### src/rtl/btb_predictor.sv
// btb_predictor: direct-mapped BTB with 2-bit saturating counters, 0-cycle lookup, execute-stage training.
// Optional same-cycle train->lookup forwarding is enabled by defining BTB_BYPASS_EN.
module btb_entry #(
  parameter int               ENT_W   = 8,
  parameter logic [ENT_W-1:0] RST_VAL = '0
) (
  input  logic             i_clk,
  input  logic             i_reset,
  input  logic             i_we,
  input  logic [ENT_W-1:0] i_d,
  output logic [ENT_W-1:0] o_q
);
  logic [ENT_W-1:0] r_q;

  always_ff @(posedge i_clk) begin
    if (i_reset)   r_q <= RST_VAL;
    else if (i_we) r_q <= i_d;
  end

  assign o_q = r_q;
endmodule

module btb_predictor #(
  parameter int ENTRIES = 16
) (
  input  logic        i_clk,
  input  logic        i_reset,
  input  logic        i_valid_fetch,
  input  logic        i_valid_rf_read,
  input  logic        i_valid_execute,
  input  logic [15:0] i_current_pc,
  input  logic        i_is_pc_jump,
  input  logic        i_jump,
  input  logic [15:0] i_target_pc,
  output logic        o_prediction,
  output logic [15:0] o_prediction_pc
);
  localparam int IDX_W = $clog2(ENTRIES);
  localparam int TAG_W = 16 - 1 - IDX_W;

  typedef struct packed {
    logic             valid;
    logic [TAG_W-1:0] tag;
    logic [15:0]      target;
    logic [1:0]       ctr;
  } entry_t;

  localparam int               ENT_W   = $bits(entry_t);
  localparam logic [ENT_W-1:0] RST_ENT = {1'b0, {TAG_W{1'b0}}, 16'h0000, 2'b01};

  logic [15:0] r_pc_rf, r_pc_ex;
  logic        r_jmp_ex;

  logic [ENTRIES-1:0][ENT_W-1:0] w_tab;
  logic [IDX_W-1:0] w_tr_idx, w_lk_idx;
  logic [TAG_W-1:0] w_tr_tag, w_lk_tag;
  entry_t           w_tr_ent, w_upd, w_lk_ent;
  logic             w_train, w_tr_hit, w_we, w_lk_hit;
  logic             w_unused_bits;

  // Fetch PC follows the instruction to execute so training indexes the entry it was looked up from.
  always_ff @(posedge i_clk) begin
    if (i_reset) begin
      r_pc_rf  <= 16'h0000;
      r_pc_ex  <= 16'h0000;
      r_jmp_ex <= 1'b0;
    end else begin
      if (i_valid_fetch) r_pc_rf <= i_current_pc;
      if (i_valid_rf_read) begin
        r_pc_ex  <= r_pc_rf;
        r_jmp_ex <= i_is_pc_jump;
      end
    end
  end

  assign w_tr_idx = r_pc_ex[IDX_W:1];
  assign w_tr_tag = r_pc_ex[15:IDX_W+1];
  assign w_tr_ent = entry_t'(w_tab[w_tr_idx]);
  assign w_tr_hit = w_tr_ent.valid && (w_tr_ent.tag == w_tr_tag);
  assign w_train  = i_valid_execute && r_jmp_ex && !i_reset;

  always_comb begin
    w_upd = w_tr_ent;
    w_we  = 1'b0;
    if (w_train) begin
      if (w_tr_hit) begin
        w_we = 1'b1;
        if (i_jump) begin
          w_upd.ctr    = (w_tr_ent.ctr == 2'b11) ? 2'b11 : w_tr_ent.ctr + 2'd1;
          w_upd.target = i_target_pc;
        end else begin
          w_upd.ctr    = (w_tr_ent.ctr == 2'b00) ? 2'b00 : w_tr_ent.ctr - 2'd1;
        end
      end else if (i_jump) begin
        // Only taken branches allocate; a not-taken miss leaves the slot alone.
        w_we         = 1'b1;
        w_upd.valid  = 1'b1;
        w_upd.tag    = w_tr_tag;
        w_upd.target = i_target_pc;
        w_upd.ctr    = 2'b10;
      end
    end
  end

  for (genvar g = 0; g < ENTRIES; g++) begin : g_ent
    btb_entry #(.ENT_W(ENT_W), .RST_VAL(RST_ENT)) u_ent (
      .i_clk   (i_clk),
      .i_reset (i_reset),
      .i_we    (w_we && (w_tr_idx == IDX_W'(g))),
      .i_d     (w_upd),
      .o_q     (w_tab[g])
    );
  end

  assign w_lk_idx = i_current_pc[IDX_W:1];
  assign w_lk_tag = i_current_pc[15:IDX_W+1];

  always_comb begin
    w_lk_ent = entry_t'(w_tab[w_lk_idx]);
`ifdef BTB_BYPASS_EN
    if (w_we && (w_tr_idx == w_lk_idx)) w_lk_ent = w_upd;
`endif
  end

  assign w_lk_hit        = w_lk_ent.valid && (w_lk_ent.tag == w_lk_tag);
  assign o_prediction    = w_lk_hit && w_lk_ent.ctr[1];
  assign o_prediction_pc = o_prediction ? w_lk_ent.target : i_current_pc + 16'd2;

  assign w_unused_bits = ^{i_current_pc[0], r_pc_ex[0]};
endmodule

### config.mk
export PLATFORM = sky130hd
export DESIGN_NAME = btb_predictor
export DESIGN_NICKNAME = d
export VERILOG_FILES = /design/src/rtl/btb_predictor.sv
export SDC_FILE = /design/constraint.sdc
export NUM_CORES = 1
export LEC_CHECK = 0
export ABC_AREA = 1
export ABC_CLOCK_PERIOD_IN_PS = 4000
export CAP_MARGIN = 20
export CELL_PAD_IN_SITES_DETAIL_PLACEMENT = 0
export CELL_PAD_IN_SITES_GLOBAL_PLACEMENT = 2
export CORE_UTILIZATION = 28
export DETAILED_ROUTE_END_ITERATION = 8
export GPL_TIMING_DRIVEN = 0
export PLACE_DENSITY = 0.73
export RECOVER_POWER = 100
export SYNTH_ARGS = -nofsm -noshare
export SYNTH_HDL_FRONTEND = slang
export SYNTH_SLANG_ARGS = --single-unit
export TNS_END_PERCENT = 100
### constraint.sdc
create_clock -name i_clk -period 4 [get_ports i_clk]
set_input_delay 1 -clock i_clk [delete_from_list [all_inputs] [get_ports i_clk]]
set_output_delay 1 -clock i_clk [all_outputs]
set_load 0.01 [all_outputs]
==> key figures, run 1 <==
Run status
  – Status: finished, violations left
  – Failing checks: negative setup slack

Synthesis
  – Yosys warnings: 0
  – Area fraction of the dominant cell type after synthesis: 0.374
  – Syn_area_per_cell: 6.57 um^2
  – Cells after synthesis: 4168
  – Post-synthesis sequential area ratio: 0.374
  – Compound-cell area share of the yosys netlist: 0.246
  – Area leader, netlist: dfxtp_1
  – Synthesized flop and latch total: 511
  – Mux contribution to synthesized area: 0
  – Synth Area in Adders: 0.000457
  – Ys async rst share: 0
  – Most common cell in the netlist: nand2_1
  – Largest family of logic cells by synthesized area: simple AND/OR/NAND/NOR gates
  – Simple-gate share of the synthesized area: 0.279
  – Top_reg_cell synth: dfxtp_1
  – Net Count, Synth: 4208
  – Mapped Area: about 27000 um^2
  – Unique masters post-synth: 42
  – EDFF count, synth: 0
  – XOR/XNOR share of the synthesized area: 0.00480
  – Area contributors post-synth: dfxtp_1, nand2_1, a21oi_1, o21ai_0, nor2_1
  – Top post-synthesis cells by count: nand2_1, dfxtp_1, a21oi_1

Min path
  – Min-delay worst type: flop to flop

Timing
  – Period minus WS final: 4.46 ns
  – Setup Viol. Count Final: ~340
  – FMAX: 224 MHz
  – Final setup margin: -0.457 ns
  – Post-route clock skew: 0.0299 ns
  – RSZ-0062 raised after global routing: yes
  – Max Slew Vio Count: 0
  – Worst Tran Pin Value: roughly 1.1 ns
  – Fin crit share: 1.11
  – Slew Limit Headroom: 0.252
  – Count of final hold-check violations: 0

Clocking
  – Num Clock Sinks: 511
  – Clock root cell: clkbuf_16
  – CTS tree: done
  – Max H-tree Level: 2
  – Clock slew at reported path FFs: about 0.06 ns
  – CTS buffer count: 61
  – Max clock buf depth: 3
  – Worst-Skew Late Latency: 0.68 ns

Placement
  – GPL Wtd Cong: approximately 1
  – Cell Area, Placed: approximately 30000 um^2
  – Port-buffer cells: 53
  – Dpl hpwl: 137000 um

Detailed routing
  – Pre-antenna DRT Iters: 6
  – Drt total wl: 178000 um
  – Routed Antenna Nets: 0
  – Vias per inst: 5.83
  – Vias after detailed routing: about 33000
  – 1st-iter DRT viols: around 4200
  – Drt wl/cell: 31.4 um
  – # DRC: 0

Cells and area
  – Area growth, synth to finish: 24.0%
  – Final Cell Area: 33900 um^2
  – Layout cells sized above 1: 0.136
  – FILL cells: ~11000
  – Post-layout util: 0.351
  – Layout net count: around 4400

GRT
  – First-pass GRT wire length: 244000 um
  – Initial antenna violation count: 5
  – Number of global-route vias before repair: 30100
  – Tot GR Track Use: 0.352
  – GRT overflow: 0
  – Largest net degree at the start of global routing: 16

Worst setup path
  – WP data arrival: 3.46 ns
  – Worst path required time: 3.00 ns
  – Worst stage delay on the critical path: 0.35 ns
  – Critical path type: primary input to output pin
  – CP max FO: 10
  – CP max stage cell: a21oi_2
  – CP Launch Type: primary input
  – Crit-path cells: buf_12 -> buf_12 -> nor2_4 -> buf_12 -> buf_4 -> clkbuf_16 -> clkbuf_4 -> nand2_1 -> o21ai_0 -> a211oi_1 -> a31oi_2 -> a21oi_2 -> nand3_1 -> nand2_1 -> inv_1 -> buf_2
  – Worst setup EP type: output pin
  – Top cell by count, worst path: buf_12

Floorplanning
  – DIE AREA: a little under 100000 um^2
  – Die height: 315 um
  – Number of placement rows: 114
  – Die extent in x: ~310 um
  – Core Area: 96700 um^2
  – Initial Util: 0.283
  – I/O pins: 56

Pwr
  – LEAKAGE: ~0.012 uW
  – Pwr dens: between 300 and 400 nW/um^2
  – VDD IR max: approximately 340 uV

Run
  – Maxcap violations: 0
routing by layer:
metal  GRT usage  wire, um
met1       0.472     73500
met2       0.521     74500
met3      0.0555     16500
met4       0.229     13900
met5           0        28
critical path: cells and delay by family:
kind / cells / cell delay (ns)
buffers and inverters: 8 / 1.15
AOI/OAI and AO/OA: 4 / 0.92
and+or+nand+nor: 4 / 0.35
registers in the layout, indices dropped and copies added (netlist names):
signal and count:
g_ent.u_ent.o_q 480, r_jmp_ex 1, r_pc_rf 15, r_pc_ex 15
cells in the final DEF (no fill, tap or decap), types with 82 or more instances in the layout:
master,instances
a21oi_1,453
clkbuf_1,153
buf_4,82
buf_2,87
nor2_1,376
nand2_1,1071
dfxtp_1,511
o21ai_0,296
nand3_1,99
a22oi_1,93
inv_1,253
nand4_1,203
logic make-up (layout without fill, tap and decap cells):
kind of cell / Yosys count / in the layout
AOI/OAI and AO/OA: 1154 / 1154
xor gates and xnor gates: 15 / 15
adders and majority gates: 1 / 1
buffers and inverters: 651 / 894
DFF: 511 / 511
other: 0 / 1
and+or+nand+nor: 1836 / 1836
power breakdown:
part / internal [uW] / switching [uW] / total, uW
combinational: 396 / 1250 / 1650
clock: 3420 / 2550 / 5970
sequential: 5120 / 25.1 / 5140
total: 8930 / 3830 / 12800
final timing paths:
check / cells past startpoint / end / startpoint / slack [ns]
setup / recovery: 16 / o_prediction_pc[11] / i_current_pc[2] / -0.46
hold reg to reg: 2 / g_ent[3].u_ent.o_q[23]$_SDFFE_PP0P_ / g_ent[3].u_ent.o_q[23]$_SDFFE_PP0P_ / 0.46
hold / removal: 2 / g_ent[3].u_ent.o_q[23]$_SDFFE_PP0P_ / g_ent[3].u_ent.o_q[23]$_SDFFE_PP0P_ / 0.46
setup reg to reg: 20 / g_ent[12].u_ent.o_q[29]$_SDFFE_PP0P_ / r_pc_ex[2]$_SDFFE_PP0P_ / -0.22
repair_timing:
item	in CTS	in global routing
resized for setup	508	102
pin swaps	42	19
hold buffers	0	0
cloned	4	0
setup endpoints to repair	456	348
setup buffers	46	10
final cells by class:
type / count / area [um^2] / area share
flip-flops and latches: 511 / 10200 / 0.301
repair buffers: 132 / 1270 / 0.0374
plain buffers: 373 / 2300 / 0.0679
diodes: 1 / 2.50 / 0.0000737
inverters: 276 / 1080 / 0.0318
clock inverters: 16 / 191 / 0.00564
well taps: 1276 / 1600 / 0.0470
multi-input cells: 3006 / 15400 / 0.454
clock buffers: 97 / 1860 / 0.0549
per-stage QoR:
step                power, uW  worst slack (ns)  hold WS, ns  instances  setup TNS (ns)
finish                  12800            -0.457        0.463       5688          -40.75
global route            13000            -0.494        0.475       5687         -111.85
CTS                     12700            -0.331        0.462       5677           -5.02
detailed placement       6640             -3.46        0.452       5515         -392.54
global placement         6630             -3.55        0.450       5497         -438.49
floorplan                5860           -0.0605        0.434       4168          -0.423
Note: power is estimated with default switching activity, not from simulation.
==> inputs of run 2 (changes only) <==
Settings changed: ABC_AREA 1 to 0, PLACE_DENSITY 0.73 to 0.63.
==> key figures, run 2 <==
GRT
  – Tot GR Track Use: 0.253
  – Number of global-route vias before repair: 22100
  – Largest net degree at the start of global routing: 16
  – First-pass GRT wire length: 176000 um
  – Initial antenna violation count: 12
  – GRT overflow: 0

Detailed routing
  – 1st-iter DRT viols: 1949
  – Drt total wl: 126000 um
  – Vias after detailed routing: 21900
  – Drt wl/cell: 32.3 um
  – # DRC: 2
  – Routed Antenna Nets: 0
  – Pre-antenna DRT Iters: 9
  – Vias per inst: 5.60

Timing
  – RSZ-0062 raised after global routing: yes
  – Slew Limit Headroom: 0.173
  – Post-route clock skew: 0.0259 ns
  – Count of final hold-check violations: 0
  – Max Slew Vio Count: 0
  – Period minus WS final: about 5.2 ns
  – Final setup margin: -1.18 ns
  – Worst Tran Pin Value: 1.24 ns
  – Worst Hold Slack: ~0.47 ns
  – Fin crit share: 1.30
  – FMAX: 193 MHz
  – Setup Viol. Count Final: 471

Synthesis
  – Ys async rst share: 0
  – Area leader, netlist: dfxtp_1
  – Most common cell in the netlist: dfxtp_1
  – Mapped Area: between 20000 and 30000 um^2
  – Area contributors post-synth: dfxtp_1, mux4_2, mux2i_1, nand2b_1, nand3b_1
  – EDFF count, synth: 0
  – Yosys warnings: 0
  – Post-synthesis sequential area ratio: 0.372
  – Unique masters post-synth: 57
  – Top post-synthesis cells by count: dfxtp_1, mux2i_1, mux4_2
  – Top_reg_cell synth: dfxtp_1
  – Synthesized flop and latch total: 511
  – Cells after synthesis: 2412
  – Syn_area_per_cell: 11.4 um^2
  – Net Count, Synth: 2452
  – Area fraction of the dominant cell type after synthesis: 0.372

Floorplanning
  – Number of placement rows: 114
  – Initial Util: 0.283
  – I/O pins: 56
  – Die height: 315 um
  – DIE AREA: 99400 um^2
  – Core Area: 97000 um^2
  – Die extent in x: 315 um

Cells and area
  – Post-layout util: 0.341
  – Max FFs per register: 480
  – Layout cells sized above 1: 0.273
  – Most frequent cells in the layout: dfxtp_1, mux2i_1, mux4_2
  – Most common cell after layout, fill and taps aside: dfxtp_1
  – Area growth, synth to finish: 20.2%
  – FILL cells: 9696
  – Layout net count: approximately 2600

Placement
  – GPL Wtd Cong: 0.917
  – Dpl hpwl: 88200 um
  – Port-buffer cells: 49

Worst setup path
  – WP data arrival: ~4.2 ns
  – Worst Path Buf+Inv: 6
  – CP Launch Type: primary input
  – Worst path required time: 3.00 ns
  – Worst setup EP type: output pin
  – CP max stage cell: mux4_2
  – Worst stage delay on the critical path: approximately 0.53 ns
  – Crit-path cells: buf_8 -> buf_12 -> buf_16 -> buf_12 -> mux4_2 -> mux4_2 -> xor2_2 -> or3b_4 -> and4bb_2 -> nand2_8 -> buf_6 -> mux2_4 -> buf_6
  – Crit-path leading delay family: multiplexers
  – CP max FO: 7
  – Critical path type: primary input to output pin

Clocking
  – Max clock buf depth: 3
  – CTS tree: done
  – CTS buffer count: just under 60
  – Num Clock Sinks: 511
  – Clock root cell: clkbuf_16
  – Max H-tree Level: 2
  – Clock slew at reported path FFs: 0.06 ns
  – Worst-Skew Late Latency: 0.66 ns

Pwr
  – Net Sw Frac: 0.259
  – Pint: roughly 8700 uW
  – Register share of total power: 0.437
  – LEAKAGE: ~0.012 uW
  – VDD IR max: around 300 uV
  – Gate power share: 0.085
  – Clock power share: 0.478
  – Pwr dens: 355 nW/um^2
  – Sw Pwr: 3040 uW

Run
  – Maxcap violations: 0

Min path
  – Min-delay worst type: flop to flop

Run status
  – Status: finished, violations left
  – Failing checks: design-rule violations, negative setup slack
==> run 2: cell count changes after synthesis, moves of 114 or more <==
cell,before,now
mux2i_1,0,304
clkbuf_1,244,130
a21oi_1,461,29
nand2_1,1099,74
inv_1,261,10
o21ai_0,325,157
mux4_2,0,264
nand2b_1,0,235
nor2_1,398,125
nand4_1,203,9
nand3b_1,0,165
==> run 2: worst register-to-register path, stage by stage (launching register included) <==
cell and delay, ns:
dfxtp_2 0.42, buf_4 0.24, clkbuf_4 0.35, clkbuf_4 0.43
nand2_2 0.25, o211ai_1 0.36, xor2_1 0.29, and4_1 0.24
buf_2 0.19, o211a_1 0.15, buf_4 0.21, o211ai_1 0.18
buf_4 0.22, buf_4 0.16, clkbuf_4 0.22, nand3b_1 0.12
o21ai_0 0.08
==> run 2: what timing repair did <==
item,in CTS,in global routing
buffers inserted,44,0
hold buffers,0,0
gates resized for setup,274,33
cloned,3,0
setup endpoints to repair,498,314
pin swaps,19,5
==> run 2: power by group through the flow <==
stage          logic [uW]  clock network [uW]  registers (uW)
2_1_floorplan         491                   0            5230
5_1_grt              1020                5880            5120
3_3_place_gp          895                   0            5240
6_report              998                5610            5120
3_5_place_dp          911                   0            5240
4_1_cts               981                5680            5120
==> run 2: cell families after synthesis <==
logic type                 synth area share
xor gates and xnor gates             0.0124
DFF                                   0.372
AOI/OAI and AO/OA                    0.0786
adders and majority gates          0.000455
and+or+nand+nor                       0.145
muxes                                 0.344
buffers and inverters                0.0467
==> run 2: layer usage <==
layer | track usage | vias to the layer above | routed length, um
met5 | 0 | - | 37
met2 | 0.404 | 993 | 57900
met4 | 0.0994 | 6 | 5410
met1 | 0.340 | 11300 | 54000
li1 | - | 9290 | -
met3 | 0.0400 | 242 | 8890
==> run 2: path summary, 6_finish.rpt <==
path | startpoint | depth (start not counted) | endpoint | slack (ns)
worst max register to register | r_pc_ex[1]$_SDFFE_PP0P_ | 16 | g_ent[13].u_ent.o_q[5]$_SDFFE_PP0P_ | -0.24
worst max-delay path | i_current_pc[1] | 13 | o_prediction_pc[2] | -1.18
worst min register to register | g_ent[0].u_ent.o_q[29]$_SDFFE_PP0P_ | 2 | g_ent[0].u_ent.o_q[29]$_SDFFE_PP0P_ | 0.47
worst min-delay path | g_ent[0].u_ent.o_q[29]$_SDFFE_PP0P_ | 2 | g_ent[0].u_ent.o_q[29]$_SDFFE_PP0P_ | 0.47
==> run 2: stage by stage <==
stage | power, uW | setup WS [ns] | TNS (ns) | instance area [um^2] | instances
after CTS | 11800 | -1.17 | -18.36 | 32900 | 3902
after global placement | 6130 | -3.46 | -595.08 | 29700 | 3737
final | 11700 | -1.18 | -72.59 | 33000 | 3907
after floorplan | 5720 | -0.601 | -8.56 | 27600 | 2412
after detailed placement | 6150 | -3.26 | -586.14 | 29900 | 3750
after global routing | 12000 | -1.22 | -115.86 | 33000 | 3902
==> run 2: layout make-up <==
cell class / instances / area (um^2) / area share
multi-input cells: 1643 / 16200 / 0.491
flip-flops and latches: 511 / 10200 / 0.310
plain buffers: 245 / 1770 / 0.0536
clock buffers: 85 / 1700 / 0.0516
well taps: 1276 / 1600 / 0.0483
repair buffers: 110 / 1230 / 0.0373
clock inverters: 22 / 238 / 0.00720
inverters: 10 / 37.5 / 0.00114
diodes: 5 / 12.5 / 0.000379
